### src/rtl/clk_div_bank.sv
// clk_div_bank: bank of NUM_CH runtime-programmable integer clock dividers on iclk.
//
// Each channel counts cnt = 0..d-1 and registers a divided clock (high while
// cnt < d/2) plus a one-cycle terminal-count tick. Downstream logic should use
// the ticks as clock enables on iclk rather than clocking from oclk.
//
// Ports:
//   iclk        master clock
//   ireset      asynchronous reset, active-high
//   ien         global run enable (0 freezes counters and clocks, ticks drop)
//   iclr        synchronous restart of every channel
//   iwr_en      divisor write strobe
//   iwr_ch      target channel of the write
//   iwr_div     new divisor (0 is rejected)
//   oclk        registered divided clocks, one per channel
//   otick       one-cycle pulse on the last cycle of each period
//   opending    a written divisor is waiting for the next period boundary
//   ohalf_tick  pulse on the first low cycle of oclk (only with CLKDIV_HALF_TICK_EN)
//
// Optional feature macro: CLKDIV_HALF_TICK_EN adds ohalf_tick.
module clk_div_bank #(
    parameter int NUM_CH      = 2,
    parameter int CNT_W       = 8,
    parameter int DIV_DEFAULT = 4,
    localparam int CH_W       = (NUM_CH > 1) ? $clog2(NUM_CH) : 1
) (
    input  logic              iclk,
    input  logic              ireset,
    input  logic              ien,
    input  logic              iclr,
    input  logic              iwr_en,
    input  logic [CH_W-1:0]   iwr_ch,
    input  logic [CNT_W-1:0]  iwr_div,
    output logic [NUM_CH-1:0] oclk,
    output logic [NUM_CH-1:0] otick,
`ifdef CLKDIV_HALF_TICK_EN
    output logic [NUM_CH-1:0] opending,
    output logic [NUM_CH-1:0] ohalf_tick
`else
    output logic [NUM_CH-1:0] opending
`endif
);

    logic wr_ok;

    // A write only lands on an existing channel with a usable divisor.
    assign wr_ok = iwr_en && (32'(iwr_ch) < 32'(NUM_CH)) && (iwr_div != '0);

    for (genvar i = 0; i < NUM_CH; i++) begin : g_ch
        logic [CNT_W-1:0] cnt, d, pend_div;
        logic             wr, wrap, clk_q, tick_q, pend_q;

        assign wr   = wr_ok && (iwr_ch == CH_W'(i));
        assign wrap = cnt == d - 1'b1;

        // The divisor only changes when cnt restarts at 0, so cnt can never
        // exceed a shrunk divisor.
        always_ff @(posedge iclk or posedge ireset) begin
            if (ireset) begin
                cnt      <= '0;
                d        <= CNT_W'(DIV_DEFAULT);
                pend_div <= '0;
                clk_q    <= 1'b0;
                tick_q   <= 1'b0;
                pend_q   <= 1'b0;
            end else if (iclr) begin
                cnt    <= '0;
                clk_q  <= 1'b0;
                tick_q <= 1'b0;
                pend_q <= 1'b0;
                d      <= wr ? iwr_div : pend_q ? pend_div : d;
            end else begin
                if (ien) begin
                    tick_q <= wrap;
                    clk_q  <= cnt < (d >> 1);
                    cnt    <= wrap ? '0 : cnt + 1'b1;
                    if (wrap && pend_q) begin
                        d      <= pend_div;
                        pend_q <= 1'b0;
                    end
                end else begin
                    tick_q <= 1'b0;
                end
                // Placed last so a write on the wrap edge stays pending for
                // the next period while the wrap consumes the older value.
                if (wr) begin
                    pend_div <= iwr_div;
                    pend_q   <= 1'b1;
                end
            end
        end

        assign oclk[i]     = clk_q;
        assign otick[i]    = tick_q;
        assign opending[i] = pend_q;

`ifdef CLKDIV_HALF_TICK_EN
        logic half_q;

        // cnt == d/2 is the first count with oclk low; d=1 has no high phase.
        always_ff @(posedge iclk or posedge ireset) begin
            if (ireset)
                half_q <= 1'b0;
            else if (iclr)
                half_q <= 1'b0;
            else
                half_q <= ien && (d > CNT_W'(1)) && (cnt == (d >> 1));
        end

        assign ohalf_tick[i] = half_q;
`endif
    end

endmodule

### config.mk
export PLATFORM = sky130hd
export DESIGN_NAME = clk_div_bank
export DESIGN_NICKNAME = d
export VERILOG_FILES = /design/src/rtl/clk_div_bank.sv
export SDC_FILE = /design/constraint.sdc
export NUM_CORES = 1
export LEC_CHECK = 0
export CORE_MARGIN = 1.5
export CORE_UTILIZATION = 52
export CTS_CLUSTER_SIZE = 20
export DETAILED_ROUTE_END_ITERATION = 7
export GPL_ROUTABILITY_DRIVEN = 0
export PLACE_DENSITY = 0.71
export SYNTH_ARGS = -nofsm -noshare
export SYNTH_HDL_FRONTEND = slang
export SYNTH_SLANG_ARGS = --single-unit
### constraint.sdc
create_clock -name iclk -period 2.7 [get_ports iclk]
set_input_delay 0.54 -clock iclk [delete_from_list [all_inputs] [get_ports iclk]]
set_output_delay 0.54 -clock iclk [all_outputs]
set_load 0.02 [all_outputs]
==> results of run 1 <==
## power groups by stage
stage | Clock (mW) | Sequential, mW | Combinational (mW)
3_5_place_dp | 0 | 1.08 | 0.538
5_1_grt | 0.509 | 1.09 | 0.606
4_1_cts | 0.472 | 1.06 | 0.542
3_3_place_gp | 0 | 1.08 | 0.523
6_report | 0.471 | 1.06 | 0.537
2_1_floorplan | 0 | 1.03 | 0.437
## stage by stage
step                      hold WS (ns)  cell area, um^2
after global placement           0.485             3820
after floorplan                  0.465             3510
after detailed placement         0.499             3820
after global routing             0.545             3910
after CTS                        0.523             3910
final                            0.521             3910
## flip-flops by register name, indices dropped and copies added (netlist names)
register / flops
g_ch.cnt: 16
g_ch.d: 16
g_ch.pend_div: 16
g_ch.clk_q: 2
g_ch.pend_q: 2
g_ch.tick_q: 2
## layer usage
layer  wire, um  vias up  GRT usage (%)
met4        112        0           6.71
met3        275       12           3.11
met1       3650     1346           31.8
met5          0        -              0
li1           -     1442              -
met2       3510       60           36.2
## cell usage in the layout, fill, tap and decap left out, drive strengths merged, types with 2 or more instances in the layout
cell type      synthesis  routed
and3                   3       3
o211ai                 2       2
xor2                   8       8
nand3                 10      10
a2111o                 2       2
clkbuf                12       6
xnor2                  9       9
dfstp                  2       2
o22ai                  8       8
clkdlybuf4s50          0      19
nand2                 34      34
o221a                  7       7
nand4                  5       5
nand3b                10      10
and4                   2       2
a31oi                  9       9
o2111ai                2       2
or2                    3       3
or4                    2       2
nor2                  19      19
a21boi                 2       2
ha                    16      16
a21oi                 13      13
nand2b                 5       5
mux2                  16      16
nor4                   9       9
o21ai                 35      35
dfrtp                 52      52
inv                   26      27
buf                   11      20
or3                    5       5
a2bb2oi                7       7
nor4b                  6       6
nor2b                  3       3
nor3                  12      12
## logic make-up after synthesis
family                     synth area share [%]
AOI/OAI and AO/OA                          19.0
xor gates and xnor gates                   4.24
adders and majority gates                  5.70
buffers and inverters                      6.52
DFF                                        38.6
muxes                                      5.13
and+or+nand+nor                            20.9
## critical path, stage by stage, from the launching register on
cell and delay, ns:
dfrtp_1 0.45, inv_1 0.08, ha_1 0.20, nor4b_2 0.27, xor2_1 0.17, and4_1 0.22, o2111ai_2 0.19, or2_1 0.37
o221a_2 0.29
## cell type report
type	instances	area, um^2	area share [%]
repair buffers	39	340	8.71
clock inverters	2	16.3	0.416
well taps	77	96.3	2.47
clock buffers	6	72.6	1.86
multi-input cells	277	1930	49.3
inverters	27	101	2.59
flip-flops and latches	54	1350	34.6
## worst max-delay path by stage
stage | slack, ns | cells after the start | from | end
3_3_place_gp | 0.14 | 7 | iwr_div[0] | g_ch[1].d[3]$_DFFE_PP0P_
5_1_grt | 0.16 | 8 | g_ch[1].d[0]$_DFFE_PP0P_ | g_ch[1].d[6]$_DFFE_PP0P_
2_1_floorplan | 0.53 | 8 | iwr_div[0] | g_ch[1].d[3]$_DFFE_PP0P_
6_report | 0.36 | 8 | g_ch[1].d[0]$_DFFE_PP0P_ | g_ch[1].d[6]$_DFFE_PP0P_
4_1_cts | 0.34 | 8 | g_ch[1].d[0]$_DFFE_PP0P_ | g_ch[1].d[6]$_DFFE_PP0P_
3_5_place_dp | 0.11 | 7 | iwr_div[0] | g_ch[1].d[6]$_DFFE_PP0P_
==> metrics.md, run 1 <==
| Metric | Value |
|---|---|
| Final Slew Violations | `0` |
| Post-synth EDFFs | `0` |
| Fin. Hold Viols | `0` |
| CP Launch Type | `flip-flop` |
| Final setup vio count | `0` |
| Row count | `29` |
| Top-count cell post-synth | `dfrtp_1` |
| Filler Cell Count | `between 500 and 600` |
| Synth Warn # | `0` |
| Initial antenna violation count | `0` |
| Worst reg2reg path depth | `8` |
| Pwr Density | `530 nW/um^2` |
| Post-route antenna net violation count | `0` |
| Vias | `approximately 2900` |
| CTS Buf Count | `5` |
| Pin count of the biggest net entering global routing | `27` |
| Highest Clock Rate | `roughly 430 MHz` |
| Worst Hold Class | `flip-flop to flip-flop` |
| Worst VDD drop | `around 0.34 mV` |
| Register-to-Register Setup Slack | `around 0.36 ns` |
| Hold Buf Count CTS | `0` |
| R2R Path End | `g_ch[1].d[6]$_DFFE_PP0P_` |
| I/O pins | `20` |
| Min Clock Period, post-route | `between 2 and 2.5 ns` |
| Post-Layout Cell Count | `approximately 480` |
| Total grt overflow | `0` |
| Mapped Area | `about 3500 um^2` |
| Sw Ratio | `32.8%` |
| Cells taking the most area after synthesis | `dfrtp_1, ha_1, mux2_2` |
| Synthesized Nets | `just over 400` |
| HP Start | `g_ch[1].clk_q$_DFFE_PP0P_` |
| Pwr Total | `2.07 mW` |
| Via density | `around 5.9` |
| Seq/Total Area, Yosys | `about two fifths` |
| CTS tree | `yes` |
| Crit share post-route | `slightly below 90%` |
| Seq pwr share | `51.4%` |
| All-Layer GR Usage | `between 20% and 30%` |
| Fin util | `60.8%` |
| DRC | `0` |
| Critical setup path kind | `flip-flop to flip-flop` |
| Seq cells post-synth | `54` |
| Worst slew margin | `58.9%` |
| Layout cells sized above 1 | `between 10% and 20%` |
| CP Max Fanout | `7` |
| Worst Hold End | `g_ch[1].clk_q$_DFFE_PP0P_` |
| Chip Width | `about 85 um` |
| First-pass GRT wire length | `13.1 mm` |
| Max_cap viols | `0` |
| Post-CTS setup buffer count | `0` |
| Layout overhead on the synthesized area | `11.3%` |
| Core area | `approximately 6400 um^2` |
| Worst Skew | `~0.01 ns` |
| Reg-to-Reg Start | `g_ch[1].d[0]$_DFFE_PP0P_` |
| Total die area | `7250 um^2` |
| Root cell of the clock tree | `clkbuf_8` |
| NumNets Final | `434` |
| Diode count | `0` |
| Int Pwr | `between 1 and 1.5 mW` |
| Worst-Skew Late Latency | `a little over 0.3 ns` |
| Psw | `about 0.68 mW` |
| Setup slack after layout | `about 0.36 ns` |
| Setup_tns | `0 ns` |
| Starting Density | `54.6%` |
| Comb pwr share | `~26%` |
| Clk buf depth | `2` |
| CTS H-Tree Depth | `2` |
| Mean Syn Cell Area | `9.21 um^2` |
| Unrepaired setup endpoints after global routing | `false` |
| Final wirelength | `~7.6 mm` |
| Count of input and output buffers | `19` |
| Dpl hpwl | `around 5.6 mm` |
| Post-place setup slack | `~0.11 ns` |
| Crit path required time | `a little under 3 ns` |
| Netlist cell types | `60` |
| CP arrival | `between 2 and 3 ns` |
| Worst Max-Slew Pin Slew | `approximately 0.6 ns` |
| Routed len/inst | `15.7 um` |
| Clock Power Share | `22.7%` |
| Hold Crit Depth | `2` |
| Status | `completed` |
| Clk slew on worst S/H paths | `0.10 ns` |
| Synthesized instance count | `~380` |
| Synth top cells by count | `dfrtp_1, o21ai_0, nand2_1, inv_1, nor2_1` |
| CTS Sinks | `54` |
| # placed instances | `474` |
| Post_cts resized | `0` |
| Synth Flop Type | `dfrtp_1` |
| Area leader, netlist | `dfrtp_1` |
| Drt initial violations | `between 150 and 200` |
| Fraction of registers with async set/reset | `between 90% and 100%` |
| Die height | `between 80 and 90 um` |
| First-pass iteration count of the detailed router | `4` |
| Crit. End Element | `flip-flop` |
| Pleak | `between 1.5 and 2 nW` |
| Vias in the first global route | `2691` |
| Yosys top cell area share | `a little under two fifths` |
(Power assumes the default switching activity.)
==> run 2: changes to the inputs <==
--- a/config.mk
+++ b/config.mk
@@ -5,6 +5,7 @@
 export SDC_FILE = /design/constraint.sdc
 export NUM_CORES = 1
 export LEC_CHECK = 0
+export CORE_ASPECT_RATIO = 0.7
 export CORE_MARGIN = 1.5
 export CORE_UTILIZATION = 52
 export CTS_CLUSTER_SIZE = 20
==> constraint.sdc (replaced) <==
create_clock -name iclk -period 2.18 [get_ports iclk]
set_input_delay 0.436 -clock iclk [delete_from_list [all_inputs] [get_ports iclk]]
set_output_delay 0.436 -clock iclk [all_outputs]
set_load 0.02 [all_outputs]
==> run 2 against run 1 <==
  * First-iteration DRC count up 11%
  * Die area rose by 0.10%
  * Clock skew down 0.00075 ns
  * Clock-buffer cell count decreased by 1
==> metrics.md, run 2 (same netlist as run 1, synthesis figures left out) <==
| Metric | Value |
|---|---|
| Starting Density | `a little under three fifths` |
| Die height | `approximately 72 um` |
| CTS tree | `yes` |
| First-pass GRT wire length | `between 10 and 15 mm` |
| Total die area | `slightly above 7000 um^2` |
| NumNets Final | `approximately 480` |
| Core area | `approximately 6400 um^2` |
| Dpl hpwl | `6.32 mm` |
| CP arrival | `roughly 2.3 ns` |
| Unrepaired setup endpoints after global routing | `true` |
| Pin count of the biggest net entering global routing | `30` |
| Clk buf depth | `2` |
| Comb pwr share | `about a third` |
| CTS Buf Count | `5` |
| Regs by FF count | `g_ch.cnt: 16 flops, g_ch.d: 16 flops, g_ch.pend_div: 16 flops` |
| CP Launch Type | `input pin` |
| CTS H-Tree Depth | `2` |
| Sw Ratio | `between 30 and 40%` |
| All-Layer GR Usage | `about a quarter` |
| I/O pins | `20` |
| Critical setup path kind | `input pin to flip-flop` |
| Crit. End Element | `flip-flop` |
| Final wirelength | `approximately 8.8 mm` |
| Status | `completed` |
| CP Max Fanout | `7` |
| DRC | `0` |
| Most common cell after layout, fill and taps aside | `buf_4` |
| Vias | `about 3000` |
| First-pass iteration count of the detailed router | `5` |
| Final Slew Violations | `0` |
| Most frequent cells in the layout | `buf_4, dfrtp_1, nand2_1` |
| Worst VDD drop | `about 0.31 mV` |
| Total grt overflow | `0` |
| Post-route antenna net violation count | `0` |
| Layout cells sized above 1 | `26.7%` |
| Crit share post-route | `a little over nine tenths` |
| Int Pwr | `1.98 mW` |
| Critical path startpoint | `iwr_div[0]` |
| Layout overhead on the synthesized area | `26.5%` |
| Setup slack after layout | `about 0.056 ns` |
| CTS Sinks | `54` |
| Seq pwr share | `44.2%` |
| Worst reg2reg path depth | `8` |
| Min Clock Period, post-route | `2.12 ns` |
| Clock Power Share | `23.6%` |
| Worst Hold Class | `input pin to asynchronous set/reset pin` |
| Highest Clock Rate | `471 MHz` |
| Worst-Skew Late Latency | `around 0.31 ns` |
| Psw | `around 0.96 mW` |
| Root cell of the clock tree | `clkbuf_8` |
| Worst Skew | `0.00897 ns` |
| Via density | `between 5 and 6` |
| Reg-to-Reg Start | `g_ch[1].d[1]$_DFFE_PP0P_` |
| Row count | `24` |
| Post-place setup slack | `-0.365 ns` |
| Final setup vio count | `0` |
| Clk slew on worst S/H paths | `~0.11 ns` |
| Hold Buf Count CTS | `0` |
| Fin. Hold Viols | `0` |
| Worst Max-Slew Pin Slew | `roughly 0.62 ns` |
| Vias in the first global route | `around 2900` |
| Filler Cell Count | `484` |
| Max_cap viols | `0` |
| Diode count | `0` |
| Pwr Density | `between 600 and 700 nW/um^2` |
| Worst Setup EP | `g_ch[1].d[3]$_DFFE_PP0P_` |
| R2R Path End | `g_ch[1].d[3]$_DFFE_PP0P_` |
| Drt initial violations | `between 200 and 250` |
| Routed len/inst | `16.4 um` |
| Chip Width | `101 um` |
| Count of input and output buffers | `19` |
| Pleak | `between 1.5 and 2 nW` |
| Worst slew margin | `58.4%` |
| Register-to-Register Setup Slack | `around 0.070 ns` |
| Pwr Total | `2.93 mW` |
| Setup_tns | `0 ns` |
| Crit path required time | `roughly 2.4 ns` |
| Initial antenna violation count | `0` |
| Final hold slack | `about 0.38 ns` |
## run 2: changes by cell type in the layout (fill, tap and decap cells not counted), sizes merged
cell,before,now
bufinv,0,1
clkinvlp,1,0
clkbuf,6,5
inv,27,26
clkinv,1,2
buf,20,62
## run 2: how the worst min path moves through the flow
stage | start | endpoint | slack (ns)
final | ireset | g_ch[0].cnt[1]$_DFFE_PP0P_ | 0.38
after global routing | ireset | g_ch[0].cnt[0]$_DFFE_PP0P_ | 0.41
after CTS | ireset | g_ch[0].cnt[0]$_DFFE_PP0P_ | 0.40
after detailed placement | g_ch[0].clk_q$_DFFE_PP0P_ | g_ch[0].clk_q$_DFFE_PP0P_ | 0.49
after global placement | g_ch[0].pend_div[6]$_DFFE_PP0P_ | g_ch[0].pend_div[6]$_DFFE_PP0P_ | 0.49
after floorplan | g_ch[0].clk_q$_DFFE_PP0P_ | g_ch[0].clk_q$_DFFE_PP0P_ | 0.47
## run 2: routing by layer
metal	GRT usage, %	share of wire, %	vias up
met5	0	0	-
met4	5.40	1.0	0
met3	4.10	4.9	8
met2	38.6	45	87
met1	38.1	50	1475
li1	-	-	1518
## run 2: cell type report
cell class	instances	area [um^2]	share of cell area (%)
well taps	91	114	2.57
clock buffers	5	68.8	1.55
repair buffers	81	697	15.7
inverters	27	101	2.28
clock inverters	2	38.8	0.874
flip-flops and latches	54	1360	30.5
multi-input cells	277	2060	46.5
## run 2: critical path, stage by stage
cell,delay [ns]
clkdlybuf4s50_1,0.46
nor4_4,0.35
a211o_1,0.24
nor2_2,0.05
or2_1,0.25
or2_4,0.27
o221a_2,0.27
## run 2: power groups by stage
stage	clock network [mW]	logic, mW	registers (mW)
after floorplan	0	0.541	1.28
after global placement	0	0.798	1.30
after detailed placement	0	0.826	1.31
after CTS	0.692	0.843	1.29
after global routing	0.729	1.03	1.32
final	0.690	0.944	1.30
## run 2: what timing repair did
| item | 4_1_cts | 5_1_grt |
|---|---|---|
| setup endpoints to repair | 16 | 29 |
| setup buffers | 0 | 4 |
| pin swaps | 3 | 9 |
| resized for setup | 6 | 21 |
## run 2: through the flow
stage	utilization [%]	cell area, um^2	cells
3_5_place_dp	65.3	4160	526
2_1_floorplan	-	3510	381
4_1_cts	67.5	4300	533
6_report	69.7	4440	537
5_1_grt	69.7	4440	537
3_3_place_gp	65.3	4160	526
==> run 3: changes to the inputs <==
--- a/config.mk
+++ b/config.mk
@@ -11,6 +11,7 @@
 export CTS_CLUSTER_SIZE = 20
 export DETAILED_ROUTE_END_ITERATION = 7
 export GPL_ROUTABILITY_DRIVEN = 0
+export HOLD_SLACK_MARGIN = 0.12
 export PLACE_DENSITY = 0.71
 export SYNTH_ARGS = -nofsm -noshare
 export SYNTH_HDL_FRONTEND = slang
==> results of run 3 <==
The final DEF is identical to that of run 2; final timing and power are the same.
